--- src/rtl/dvi_fb_arbiter_pkg.sv ---
// dvi_fb_arbiter_pkg: pixel type, screen geometry and framebuffer sizing helpers
// No ports; functions take the scale shift S and return framebuffer width/height/field widths.
package dvi_fb_arbiter_pkg;
    typedef logic [23:0] rgb_t;
    typedef enum logic [1:0] {PORT_IDLE, PORT_READ, PORT_WRITE} port_t;
    localparam int SCREEN_H_RES = 640;
    localparam int SCREEN_V_RES = 480;
    localparam int X_POS_W = 10;
    localparam int Y_POS_W = 10;
    localparam int FB_SCALE_SHIFT = 0;
    function automatic int fb_w(input int s);
        return SCREEN_H_RES >> s;
    endfunction
    function automatic int fb_h(input int s);
        return SCREEN_V_RES >> s;
    endfunction
    // +1 keeps the first out-of-range coordinate representable even for power-of-two sizes
    function automatic int fb_x_w(input int s);
        return $clog2(fb_w(s) + 1);
    endfunction
    function automatic int fb_y_w(input int s);
        return $clog2(fb_h(s) + 1);
    endfunction
    function automatic int fb_addr_w(input int s);
        return $clog2(fb_w(s) * fb_h(s));
    endfunction
endpackage

--- src/rtl/dvi_fb_arbiter_pipe.sv ---
// dvi_pipe: synchronous-reset shift register, DEPTH stages of WIDTH bits
// Ports: clk_i clock, rst_i sync reset (clears all stages), d_i input, q_o input delayed DEPTH cycles.
module dvi_pipe #(
    parameter int WIDTH = 1,
    parameter int DEPTH = 1
) (
    input  logic             clk_i,
    input  logic             rst_i,
    input  logic [WIDTH-1:0] d_i,
    output logic [WIDTH-1:0] q_o
);
    logic [WIDTH-1:0] stage [DEPTH];
    always_ff @(posedge clk_i) begin
        if (rst_i) begin
            stage <= '{default: '0};
        end else begin
            stage[0] <= d_i;
            for (int i = 1; i < DEPTH; i++) stage[i] <= stage[i-1];
        end
    end
    assign q_o = stage[DEPTH-1];
endmodule

--- src/rtl/dvi_fb_arbiter.sv ---
// dvi_fb_arbiter: shares the single-port framebuffer RAM between scan-out reads and one pixel writer
// Ports: clk_i/rst_i pixel clock and sync reset; hsync_i/vsync_i/pixel_x_i/pixel_y_i/visible_range_i
// from dvi_sync; wr_valid_i/wr_ready_o/wr_x_i/wr_y_i/wr_data_i writer handshake; mem_addr_o/mem_we_o/
// mem_wdata_o registered RAM port, mem_rdata_i read data one cycle after the address;
// rgb_o/hsync_o/vsync_o/de_o video out, all three cycles behind the inputs.
module dvi_fb_arbiter
    import dvi_fb_arbiter_pkg::*;
#(
    parameter int SCALE_SHIFT = FB_SCALE_SHIFT,
    parameter int RAM_LAT = 1
) (
    input  logic                              clk_i,
    input  logic                              rst_i,
    input  logic                              hsync_i,
    input  logic                              vsync_i,
    input  logic [X_POS_W-1:0]                pixel_x_i,
    input  logic [Y_POS_W-1:0]                pixel_y_i,
    input  logic                              visible_range_i,
    input  logic                              wr_valid_i,
    output logic                              wr_ready_o,
    input  logic [fb_x_w(SCALE_SHIFT)-1:0]    wr_x_i,
    input  logic [fb_y_w(SCALE_SHIFT)-1:0]    wr_y_i,
    input  rgb_t                              wr_data_i,
    output logic [fb_addr_w(SCALE_SHIFT)-1:0] mem_addr_o,
    output logic                              mem_we_o,
    output rgb_t                              mem_wdata_o,
    input  rgb_t                              mem_rdata_i,
    output rgb_t                              rgb_o,
    output logic                              hsync_o,
    output logic                              vsync_o,
    output logic                              de_o
);
    localparam int FB_W = fb_w(SCALE_SHIFT);
    localparam int FB_H = fb_h(SCALE_SHIFT);
    localparam int FB_X_W = fb_x_w(SCALE_SHIFT);
    localparam int FB_Y_W = fb_y_w(SCALE_SHIFT);
    localparam int FB_ADDR_W = fb_addr_w(SCALE_SHIFT);
    localparam logic [X_POS_W-1:0] X_MASK = X_POS_W'((1 << SCALE_SHIFT) - 1);

    port_t port_q, port_d;
    logic need, wr_ok, wr_take, rd_done;
    logic [FB_ADDR_W-1:0] rd_addr, wr_addr;
    rgb_t hold;

    // Only the first column of each scaled pixel fetches; the mask is empty when SCALE_SHIFT is 0.
    always_comb begin
        need = visible_range_i && (pixel_x_i & X_MASK) == '0;
        wr_ready_o = !rst_i && !need;
        port_d = need ? PORT_READ : (wr_valid_i && wr_ready_o) ? PORT_WRITE : PORT_IDLE;
        wr_ok = wr_x_i < FB_X_W'(FB_W) && wr_y_i < FB_Y_W'(FB_H);
        wr_take = port_d == PORT_WRITE && wr_ok;
        rd_addr = FB_ADDR_W'(pixel_y_i >> SCALE_SHIFT) * FB_ADDR_W'(FB_W)
                + FB_ADDR_W'(pixel_x_i >> SCALE_SHIFT);
        wr_addr = FB_ADDR_W'(wr_y_i) * FB_ADDR_W'(FB_W) + FB_ADDR_W'(wr_x_i);
    end

    // Out-of-range writes complete the handshake but leave the port idle.
    always_ff @(posedge clk_i) begin
        if (rst_i) begin
            port_q <= PORT_IDLE;
            mem_we_o <= 1'b0;
            mem_addr_o <= '0;
            mem_wdata_o <= '0;
        end else begin
            port_q <= port_d;
            mem_we_o <= wr_take;
            mem_addr_o <= port_d == PORT_READ ? rd_addr : wr_take ? wr_addr : mem_addr_o;
            mem_wdata_o <= wr_take ? wr_data_i : mem_wdata_o;
        end
    end

    dvi_pipe #(.WIDTH(1), .DEPTH(RAM_LAT)) u_rd_pipe (
        .clk_i(clk_i),
        .rst_i(rst_i),
        .d_i(port_q == PORT_READ),
        .q_o(rd_done)
    );

    dvi_pipe #(.WIDTH(3), .DEPTH(3)) u_sync_pipe (
        .clk_i(clk_i),
        .rst_i(rst_i),
        .d_i({hsync_i, vsync_i, visible_range_i}),
        .q_o({hsync_o, vsync_o, de_o})
    );

    // Holding the last fetched pixel between reads produces the horizontal doubling.
    always_ff @(posedge clk_i) begin
        if (rst_i) hold <= '0;
        else if (rd_done) hold <= mem_rdata_i;
    end

    assign rgb_o = de_o ? hold : '0;
endmodule

--- config.mk ---
export PLATFORM = sky130hd
export DESIGN_NAME = dvi_fb_arbiter
export DESIGN_NICKNAME = d
export VERILOG_FILES = /design/src/rtl/dvi_fb_arbiter_pkg.sv /design/src/rtl/dvi_fb_arbiter_pipe.sv /design/src/rtl/dvi_fb_arbiter.sv
export SDC_FILE = /design/constraint.sdc
export NUM_CORES = 1
export LEC_CHECK = 0
export ABC_AREA = 1
export CORE_ASPECT_RATIO = 1.2
export CORE_MARGIN = 1.5
export CORE_UTILIZATION = 49
export CTS_CLUSTER_SIZE = 20
export DETAILED_ROUTE_END_ITERATION = 8
export PLACE_DENSITY = 0.91
export SLEW_MARGIN = 25
export SYNTH_ARGS = -nofsm -noshare
export SYNTH_HDL_FRONTEND = slang
export SYNTH_SLANG_ARGS = --single-unit
--- constraint.sdc ---
create_clock -name clk_i -period 8.37 [get_ports clk_i]
set_input_delay 2.0925 -clock clk_i [delete_from_list [all_inputs] [get_ports clk_i]]
set_output_delay 2.0925 -clock clk_i [all_outputs]
set_load 0.02 [all_outputs]
==> metrics.txt <==
first-pass GRT wire length 19.85 mm; Resized Gates After CTS 0; CTS tree built; Fin. Hold Viols 0; antenna violations before repair 0; boundary pin count 165; Clock Latency Late Sink 0.36 ns; postcts setup bufs 0; nets 955; Vias/cell 5.010; Cells after Synth 669; sequential fraction of the synthesis area 34.55%; fin crit share 69.11%; Max Cap Violations 0; leading area contributor after synthesis dfxtp_1; row cnt 38; Vias 4744; placed instance count 931; DP HPWL 9.487 mm; Worst Hold Class flop to flop; post-route setup slack 2.586 ns; Setup CP Type input pin to primary output; pwr/cell area 147.0 nW/um^2; Residual DRC 0; Clock Path Buffers 2; outcome completed; Mapped Area 4577 um^2; Initial Util 50.40%; syn_area_per_cell 6.841 um^2; Leak 3.038 nW; post-synth top area share 34.55%; share of synthesized flip-flops with an asynchronous set or reset 0%; root buf cell clkbuf_8; Iteration-0 DRC Markers 207; Final Instance Area 6446 um^2; Ant. Diodes 0; RSZ-0062 raised after global routing no; Post-Layout Cell Count 947; Synth cell types 43; WL/cell 12.98 um; die height 108.9 um; Setup WS pre-CTS 2.591 ns; clk sink count 79; clock skew after layout 0.009502 ns; pin count of the biggest net entering global routing 46; CP required 6.28 ns; total congestion overflow 0; clk slew on worst S/H paths 0.07 ns; syn nets 802; area of the multi-input gates 2516 um^2; total die area 9932 um^2; Worst slew margin 42.33%; total negative setup slack 0 ns; clock period minus final worst setup slack 5.784 ns; TritonRoute pass-1 iters 5; Area after DPL 6252 um^2; core area 9081 um^2; Max Slew Vio Count 0; Tot GR Track Use 24.91%; final setup vio count 0; fill count 715; count leader, synth nand2_1; total routed wirelength 12.29 mm; Critical Path Start Type input pin; RD Place Congestion 0.8712; synth cell count leaders nand2_1, inv_1, dfxtp_1; register area 1582 um^2; Fmax 0.1729 GHz; layout cells sized above 1 6.167%; VDD IR-drop max 83.90 uV; ranking of synthesized cells by area dfxtp_1, nand2_1, ha_1; CP Data Arrival Time 3.69 ns; Critical Path Sink Type primary output; IO buf count 164; EDFF count, synth 0; Area Growth Syn to Fin 40.84%; Max FO, Critical Path 17; Ys Warns 0; Die W 91.23 um; fin util 70.98%; Slew @ Worst Pin 0.8640 ns; Hold Buf Count CTS 0; CTS buffer count 9; ANT nets after route 0; vias in the first global route 4445; Synth Flop Type dfxtp_1; register bit count reported by yosys 79; htree depth 3
-- layout make-up --
cell class                 instances  area share [%]
clock buffer                      13           2.620
clock inverter                     3          0.3882
inverter                          94           5.512
multi-input combinational        473           39.03
sequential                        79           24.53
tap                              120           2.329
timing repair buffer             165           25.58
-- sequential cells by signal, summed over array words and instances, names as in the netlist --
| register | flops |
|---|---|
| u_sync_pipe.stage | 5 |
| u_rd_pipe.q_o | 1 |
| mem_we_o | 1 |
| u_sync_pipe.q_o | 3 |
| hold | 24 |
| port_q | 2 |
| mem_wdata_o | 24 |
| mem_addr_o | 19 |
-- kinds of logic after synthesis --
kind of cell / Yosys count / synth area share [%]
flip-flops: 79 / 34.55
adder cells (fa/ha/maj): 40 / 11.59
AND/OR/NAND/NOR: 339 / 31.60
AO/OA/AOI/OAI: 91 / 11.21
XOR/XNOR: 3 / 0.5742
buffers and inverters: 117 / 10.47
-- final timing paths --
kind / startpoint / to / slack [ns] / depth (start not counted)
worst max-delay path: visible_range_i / wr_ready_o / 2.59 / 3
worst min-delay path: port_q[1] / u_rd_pipe.q_o / 0.39 / 1
worst max register to register: u_rd_pipe.q_o / hold[16] / 6.65 / 3
worst min register to register: port_q[1] / u_rd_pipe.q_o / 0.39 / 1
-- cell usage in the layout, fill, tap and decap left out, drive strengths merged, types with 2 or more instances in the layout --
| cell | count |
|---|---|
| clkinv | 2 |
| fa | 4 |
| nand3b | 5 |
| inv | 94 |
| clkdlybuf4s50 | 164 |
| nand2 | 203 |
| nand4 | 6 |
| nor3 | 3 |
| o211ai | 2 |
| nand3 | 34 |
| ha | 36 |
| or2 | 6 |
| clkbuf | 13 |
| xnor2 | 2 |
| o21ai | 36 |
| a21oi | 35 |
| dfxtp | 79 |
| a31oi | 10 |
| o21bai | 4 |
| nor2 | 81 |
-- worst max-delay path: stages --
cell	delay (ns)
clkdlybuf4s50_1	0.75
nor2_4	0.22
clkdlybuf4s50_1	0.62
-- metal layers --
layer / GRT usage [%] / vias to the layer above / wire length (um)
li1: - / 2407 / -
met1: 27.19 / 2164 / 4933
met2: 46.43 / 147 / 6495
met3: 3.626 / 26 / 508
met4: 13.39 / 0 / 352
met5: 0 / - / 0
-- per-stage QoR --
| step | hold WS [ns] | power, W |
|---|---|---|
| after CTS | 0.3961 | 0.0009515 |
| after detailed placement | 0.3853 | 0.0006820 |
| after global placement | 0.3756 | 0.0006729 |
| after floorplan | 0.3728 | 0.0005771 |
| final | 0.3919 | 0.0009477 |
| after global routing | 0.3993 | 0.0009980 |
-- power breakdown --
part | internal, W | leakage, nW | switching, W
Sequential | 0.000395 | 0.647 | 0.0000121
Clock | 0.000134 | 0.0963 | 0.000137
Combinational | 0.000123 | 2.29 | 0.000147
Total | 0.000651 | 3.04 | 0.000296
(Power assumes the default switching activity.)
